==> config.mk <==
export PLATFORM = sky130hd
export DESIGN_NAME = feistel_iter_core
export DESIGN_NICKNAME = d
export VERILOG_FILES = /design/src/rtl/feistel_iter_core.sv
export SDC_FILE = /design/constraint.sdc
export NUM_CORES = 1
export LEC_CHECK = 0
export CAP_MARGIN = 10
export CORE_MARGIN = 2
export CORE_UTILIZATION = 50
export CTS_CLUSTER_DIAMETER = 60
export CTS_CLUSTER_SIZE = 40
export DETAILED_ROUTE_END_ITERATION = 10
export HOLD_SLACK_MARGIN = 0.08
export MAX_ROUTING_LAYER = met4
export PLACE_DENSITY_LB_ADDON = 0.3
export SYNTH_ARGS = -nofsm -noshare
export SYNTH_HDL_FRONTEND = slang
export SYNTH_SLANG_ARGS = --single-unit
==> constraint.sdc <==
create_clock -name clk -period 3.2 [get_ports clk]
set_input_delay 0.64 -clock clk [delete_from_list [all_inputs] [get_ports clk]]
set_output_delay 0.64 -clock clk [all_outputs]
set_load 0.005 [all_outputs]
==> src/rtl/feistel_iter_core.sv <==
// Iterative Feistel cipher engine: one round per clock, encrypt or decrypt
// selected per block, valid/ready handshakes on both sides. Round keys are
// fetched from an external key schedule through rk_idx/rk_in.
module feistel_iter_core #(
    parameter int                HALF_W  = 32,
    parameter int                ROUNDS  = 16,
    parameter int                ROT     = 1,
    parameter logic [HALF_W-1:0] F_CONST = 32'h5A5A5A5A,
    parameter int                IDX_W   = (ROUNDS > 1) ? $clog2(ROUNDS) : 1
) (
    input  logic                      clk,
    input  logic                      rst,
    input  logic                      in_valid,
    output logic                      in_ready,
    input  logic [2*HALF_W-1:0]       in_data,
    input  logic                      in_decrypt,
    output logic [IDX_W-1:0]          rk_idx,
    input  logic [3*HALF_W/2-1:0]     rk_in,
    output logic                      out_valid,
    input  logic                      out_ready,
    output logic [2*HALF_W-1:0]       out_data,
    output logic                      busy
);

    localparam int H     = HALF_W / 2;
    localparam int KEY_W = 3 * H;

    // Counter value of the final round; the counter never goes past it.
    localparam logic [IDX_W-1:0] LAST = IDX_W'(ROUNDS - 1);

    typedef enum logic [1:0] {
        S_IDLE = 2'd0,
        S_RUN  = 2'd1,
        S_DONE = 2'd2
    } state_t;

    state_t            state;
    logic [IDX_W-1:0]  cnt;
    logic              mode_dec;
    logic [HALF_W-1:0] half_l;
    logic [HALF_W-1:0] half_r;
    logic [HALF_W-1:0] f_out;
    logic [HALF_W-1:0] r_next;

    // Left rotate by ROT; ROT of zero is passed straight through so the
    // complementary right shift never needs a full-width shift amount.
    function automatic logic [HALF_W-1:0] rotl(input logic [HALF_W-1:0] v);
        if (ROT == 0) begin
            return v;
        end
        return (v << ROT) | (v >> (HALF_W - ROT));
    endfunction

    // Round function: expand R to 3H bits by repeating its upper half, mix
    // in the key, fold the top H bits back onto both halves, then rotate
    // and whiten with the constant.
    function automatic logic [HALF_W-1:0] round_f(
        input logic [HALF_W-1:0] r,
        input logic [KEY_W-1:0]  k
    );
        logic [KEY_W-1:0]  e;
        logic [KEY_W-1:0]  x;
        logic [HALF_W-1:0] c;
        e = {r[HALF_W-1:H], r};
        x = e ^ k;
        c = x[HALF_W-1:0] ^ {x[KEY_W-1:HALF_W], x[KEY_W-1:HALF_W]};
        return rotl(c) ^ F_CONST;
    endfunction

    // Round datapath evaluated on the current halves and the key fetched
    // for this cycle.
    always_comb begin
        f_out  = round_f(half_r, rk_in);
        r_next = half_l ^ f_out;
    end

    // Control FSM plus block registers; every output is registered so the
    // key index is stable for the whole cycle the key schedule decodes it.
    always_ff @(posedge clk) begin
        if (rst) begin
            state     <= S_IDLE;
            cnt       <= '0;
            mode_dec  <= 1'b0;
            half_l    <= '0;
            half_r    <= '0;
            in_ready  <= 1'b1;
            out_valid <= 1'b0;
            out_data  <= '0;
            busy      <= 1'b0;
            rk_idx    <= '0;
        end else begin
            case (state)
                S_IDLE: begin
                    if (in_valid) begin
                        half_l   <= in_data[2*HALF_W-1:HALF_W];
                        half_r   <= in_data[HALF_W-1:0];
                        mode_dec <= in_decrypt;
                        cnt      <= '0;
                        // Decrypt walks the key schedule backwards.
                        rk_idx   <= in_decrypt ? LAST : '0;
                        in_ready <= 1'b0;
                        busy     <= 1'b1;
                        state    <= S_RUN;
                    end
                end

                S_RUN: begin
                    half_l <= half_r;
                    half_r <= r_next;
                    if (cnt == LAST) begin
                        // Final swap folded into the output register.
                        out_data  <= {r_next, half_r};
                        out_valid <= 1'b1;
                        rk_idx    <= '0;
                        state     <= S_DONE;
                    end else begin
                        cnt    <= cnt + 1'b1;
                        rk_idx <= mode_dec ? (LAST - cnt - 1'b1) : (cnt + 1'b1);
                    end
                end

                S_DONE: begin
                    // Only the output handshake is serviced here; a waiting
                    // input block is taken once back in IDLE.
                    if (out_ready) begin
                        out_valid <= 1'b0;
                        in_ready  <= 1'b1;
                        busy      <= 1'b0;
                        cnt       <= '0;
                        state     <= S_IDLE;
                    end
                end

                default: begin
                    state     <= S_IDLE;
                    in_ready  <= 1'b1;
                    out_valid <= 1'b0;
                    busy      <= 1'b0;
                    rk_idx    <= '0;
                end
            endcase
        end
    end

endmodule
-- Word-level counts from Yosys, hierarchy flattened
Index checks and enable logic that the tools add are counted.
Widths: inputs -> output; s select.
- $add $sub $neg: 3
- $mul: 0
- divide/modulo/power cells: 0
- magnitude comparators: 0
- equality and inequality tests: 7
- shift operators: 0
- mux-type cells: 25
- bitwise operators: 8
- reduce and logical (&&, ||, !) cells: 11
- operators with widths (operator ; number):
    $pmux 32 s2 ; 2
    $mux 32 ; 2
    $xor 32x32->32 ; 2
    $xor 48x48->48 ; 1
    $or 32x1->32 ; 1
    $mux 4 ; 7
    $pmux 4 s3 ; 2
    $not 16->16 ; 1
    $pmux 1 s3 ; 3
    $reduce_and 3->1 ; 3
    $ne 2x2->1 const B ; 4
    $reduce_and 2->1 ; 4
    $mux 2 ; 3
    $pmux 2 s3 ; 1
    $mux 1 ; 5
    $add 4x1->4 const B ; 1
    $eq 4x4->1 const B ; 1
    $reduce_and 4->1 ; 1
    $sub 4x1->4 const B ; 1
    $sub 4x4->4 const A ; 1
    $not 1->1 ; 3
    $reduce_bool 3->1 ; 1
    $eq 2x1->1 const B ; 1
    $eq 2x2->1 const B ; 1
    other kinds (2) ; 2
- flip-flop bits (word level): 142
- bits in latches: 0
- RAM bits: 0
- bits in read-only memories: 0
- bits of input ports: 117
- output and inout bits: 71
- word-level logic and storage cells: 64
- memories: 0

-- Longest topological paths before layout
- depth after elaboration: 6
- depth in mapped cells: 7

-- Worst setup path after synthesis
OpenSTA, ideal clock, no wires.
- path kind: in2reg
- from: input port rst
- to: register state[1]
- library setup time: 133 ps
- arrival time: 1456 ps
- data required time: 3067 ps
- slack: 1611 ps
- cell stages on the path: 4
- cells stage by stage: clkbuf_1 -> clkbuf_1 -> clkbuf_1 -> a21oi_1
- RTL lines (element ; RTL line ; RTL):
    start, declared ; 12 ; input logic rst,
    end signal, assigned ; 81 ; state <= S_IDLE;
    end signal, assigned ; 103 ; state <= S_RUN;
    end signal, assigned ; 115 ; state <= S_DONE;
    end, declared ; 37 ; state_t state;
No word-level cell between the ends.

-- Worst setup path in the final report
- from: register state[0]
- to: register cnt[0]
- word-level cells in the longest chain between the ends: 3
- ends and longest elaborated chain (element ; RTL line ; RTL):
    $eq 2x1->1 (tied with other cells) ; 92 ; case (state)
    $ne 2x2->1 (no line) / $reduce_bool 3->1 (equally long branches) ; - ;
    $reduce_and 4->1 (no line) ; - ;
    end signal, assigned ; 117 ; cnt <= cnt + 1'b1;
    end, declared ; 38 ; logic [IDX_W-1:0] cnt;
Parallel ways exist; a longest one is shown, timed or not.
A chain may end at the register's enable or synchronous reset.

==> impl_summary.md <==
Synth
In the synthesized netlist, the cells that appear most often are 197 x nand2_1, 142 x dfxtp_1, 101 x a21oi_1. The number of enable-type register cells in the synthesized netlist is 0. The number of distinct library cells after synthesis is between 40 and 50.

The netlist area before placement is 6630 um2. The number of synthesized register bits is between 100 and 150. The synthesized area per cell is roughly 8.4 um2.

The proportion of synthesized flip-flops having asynchronous set or reset is 0%. In the post-synthesis netlist, the biggest area contributors are dfxtp_1 43%, nand2_1 11%, xnor2_1 7.8%, a21oi_1 7.6%, xnor3_1 5.4%. Of all cell types, the one taking the most synthesized area is dfxtp_1. The most common cell in the synthesized netlist is nand2_1. The most common flop cell mapped by yosys is dfxtp_1. In the synthesized netlist, the number of instances is 790. The portion of the post-synthesis area used by sequential elements is a little over two fifths. When the netlist entered floorplanning its net count stood at 908.

The number of synthesis warnings is 0. The proportion of netlist area held by the largest area contributor is 42.9%.

Drt
The count of antenna-violating nets left after detailed routing is 0. Dividing the detail-routed wire length by the instance count gives 16.5 um. The first TritonRoute pass finished after 5 iterations.

The ratio of routed vias to standard cells is 5.33. The DRC violation total after the first TritonRoute iteration is 550. Summed over all layers, the routed wires come to 18800 um. The DRC violations left is 0. The total via count in the routed design is 6058.

Timing
Headroom to the max-slew limit came out at between 40% and 50%. The worst path in the final design needs a cycle of between 2 and 2.5 ns, including I/O delays and setup. Setup repair after global routing left no endpoint under its margin. Across all hold checks on the routed design, the worst slack comes to about 0.45 ns. Setup violations remaining at the end of the flow were counted as 0. The final count of hold timing violations was 0. The total negative slack for setup checks is 0 ns. The share of the cycle needed by the critical path after routing is between 60 and 70%.

For this run, the top clock speed supported by timing is 452 MHz. The final setup slack of the worst path is 0.987 ns. The measured slew at the worst slew-check pin is 0.832 ns. The setup skew after layout is 0.00538 ns.

The max-slew violation count is 0.

Setup path
Broken down by cell family, the worst path's largest delay share belongs to buffers and inverters. The buffers plus inverters on the worst setup path is 1. The category of the worst setup path capture point is a register. STA classifies the critical path startpoint as a register. For this design, the slowest cell found on the critical path is buf_4.

The delay of the slowest cell on the worst path is around 0.66 ns. For the worst setup path, the data arrival time is between 2 and 3 ns. The critical path startpoint is state[0]. The internal reg-to-reg setup slack is 0.99 ns. The number of cells on the worst reg-to-reg path is 5.

In this run the number of cells on the critical path is 5. By startpoint and endpoint, the worst setup path is classified as reg -> reg. The launch instance of the worst register-to-register path is state[0].

In this run the worst path has a maximum fanout of 77. The most critical setup path has its endpoint at cnt[0]. The worst register-to-register path ends at cnt[0]. Walking the worst path, the cells encountered are nor2b_4, buf_4, nand2_1, mux2_2, nor2_1. STA puts the critical path data required time at 3.56 ns.

Placed design
At the placement stage, the worst setup path has a slack of roughly 0.76 ns. The congestion estimate from routability-driven global placement came to a little under 0.9. Once placement completed, the tool counted placed cells totaling around 1100. The count of buffers from port buffering is 187.

Detailed placement ended at an HPWL of 12500 um.

Clock tree
The post-CTS repair timing setup buffer count is 0. The number of gates given a new drive strength after cts is 0. At the later pin of the worst-skew pair, clock insertion delay measures roughly 0.43 ns. The cell chosen for the clock root is clkbuf_16.

The CTS tree is done. The number of buffers inserted during clock tree synthesis is 17. The clock slew seen by the registers of the worst setup and hold paths is 0.06 ns. In this run the deepest clock path goes through 2 buffers.

The H-tree generated during clock tree synthesis spans 4 levels. The number of clock sinks seen by CTS is between 100 and 150. The total of hold buffers inserted after clock tree synthesis is 0.

Pwr
In this run switching power makes up 25.8% of total power. Across the VDD grid, the largest voltage drop is roughly 360 uV. Cell internal power was estimated by the tool at 3.54 mW. Power spread over the standard cell area amounts to 524 nW/um2.

The clock network is responsible for 41.7% of the overall power. The switching power total is 1.24 mW. Combinational cells account for 17.3% of the total power.

The analysis attributes to cell leakage a power of approximately 3.3 nW. Per report_power, the sequential group accounts for 41.0% of the total.

Finish
The fraction of layout instances using a drive strength above 1 is under 10%. 0 antenna diodes ended up in the layout. The fill cell instance count of the final layout is 1027. Once layout is complete, the cells apart from fillers number 1136. Compared with the post-synthesis result, the final layout area differs by 37.6%. The core occupancy in the finished layout is around 70%. The multi-input gate area in the final layout is 3480 um2. The layout net count is 1065. The register area is 2840 um2.

GRT
Global routing consumed, over all layers together, 27.8% of the routing resources. The largest net degree at the start of global routing is 78. The sum of overflow across all layers after global routing is 0.

The wire length of the first global-routing pass is 30000 um. The number of antenna violations at the first check in global routing is 0. The number of global-route vias before repair is 5836.

Die
The initial utilization of the core area, before any placement, comes to 50.7%. In this run the core area contains between 40 and 50 standard-cell rows. The placeable core region is 13100 um2. The y dimension of the die is 119 um. The horizontal extent of the die is 119 um. The die covers 14200 um2. Pin placement for this block handled 188 I/O pins.

Min path
The worst hold path belongs to the class reg -> reg.

Outcome
The flow ran to the end, and the final reports show no timing, DRC or antenna violations.

Job
Across the run, the number of max-cap violations was 0.
worst min-delay path, delay by kind of cell, from the launching register on:
kind / cells / cell delay (ns)
AOI/OAI and AO/OA: 1 / 0.05
DFF: 1 / 0.30
and+or+nand+nor: 1 / 0.05
layer usage:
metal | part of all wire (%) | routed length, um | GRT usage, %
met3 | 5.5 | 1040 | 6.18
met4 | 2.2 | 406 | 8.78
met1 | 43 | 8030 | 34.4
met2 | 50 | 9320 | 45.3
met5 | 0 | 0 | -
final cells by class:
class / instances / share of cell area (%)
well taps: 176 / 2.41
clock buffers: 20 / 4.90
flip-flops and latches: 142 / 31.2
inverters: 1 / 0.0412
clock inverters: 12 / 1.58
repair buffers: 199 / 21.8
multi-input cells: 586 / 38.1
registers in the layout (all words and copies together) (netlist names):
register / flops
rk_idx: 4
half_l: 32
cnt: 4
out_data: 64
in_ready: 1
half_r: 32
state: 2
out_valid: 1
busy: 1
mode_dec: 1
power groups by stage:
stage          Sequential (mW)  Combinational (mW)  Clock [mW]
2_1_floorplan             1.96               0.556           0
3_3_place_gp              2.00               0.811           0
3_5_place_dp              2.00               0.818           0
4_1_cts                   1.96               0.827        2.01
5_1_grt                   1.97               0.897        2.10
6_report                  1.96               0.826        1.99
worst min path at each step:
stage,start,end,slack [ns],depth (start not counted)
global placement,out_data[29],out_data[29],0.44,2
floorplan,out_data[0],out_data[0],0.45,2
finish,out_data[39],out_data[39],0.45,2
detailed placement,out_data[25],out_data[25],0.45,2
global route,out_data[17],out_data[17],0.47,2
CTS,out_data[25],out_data[25],0.45,2
through the flow:
step	cell area [um2]	power, mW
2_1_floorplan	6630	2.52
3_3_place_gp	8530	2.81
3_5_place_dp	8530	2.81
4_1_cts	9120	4.79
5_1_grt	9120	4.97
6_report	9120	4.78
kinds of logic after synthesis:
logic type | count (synthesis) | share of synthesized area [%]
AND/OR/NAND/NOR | 298 | 17.8
AO/OA/AOI/OAI | 198 | 18.8
flip-flops | 142 | 42.9
XOR/XNOR | 84 | 14.4
buffers and inverters | 62 | 5.11
multiplexers | 5 | 0.774
adder cells (fa/ha/maj) | 1 | 0.189
placed cells by master, fill, tap and decap left out, drive strengths merged, types with 9 or more instances in the layout:
cell           Yosys  layout
o21ai             28      28
a311oi            32      32
xnor3             16      16
xor2               9       9
clkdlybuf4s50      0     186
nor3              10      10
buf               38      13
xnor2             59      59
nor2              79      79
a21oi            101     101
o21a               9       9
clkbuf            23      20
dfxtp            142     142
nand2            197     197
(Power assumes the default switching activity.)
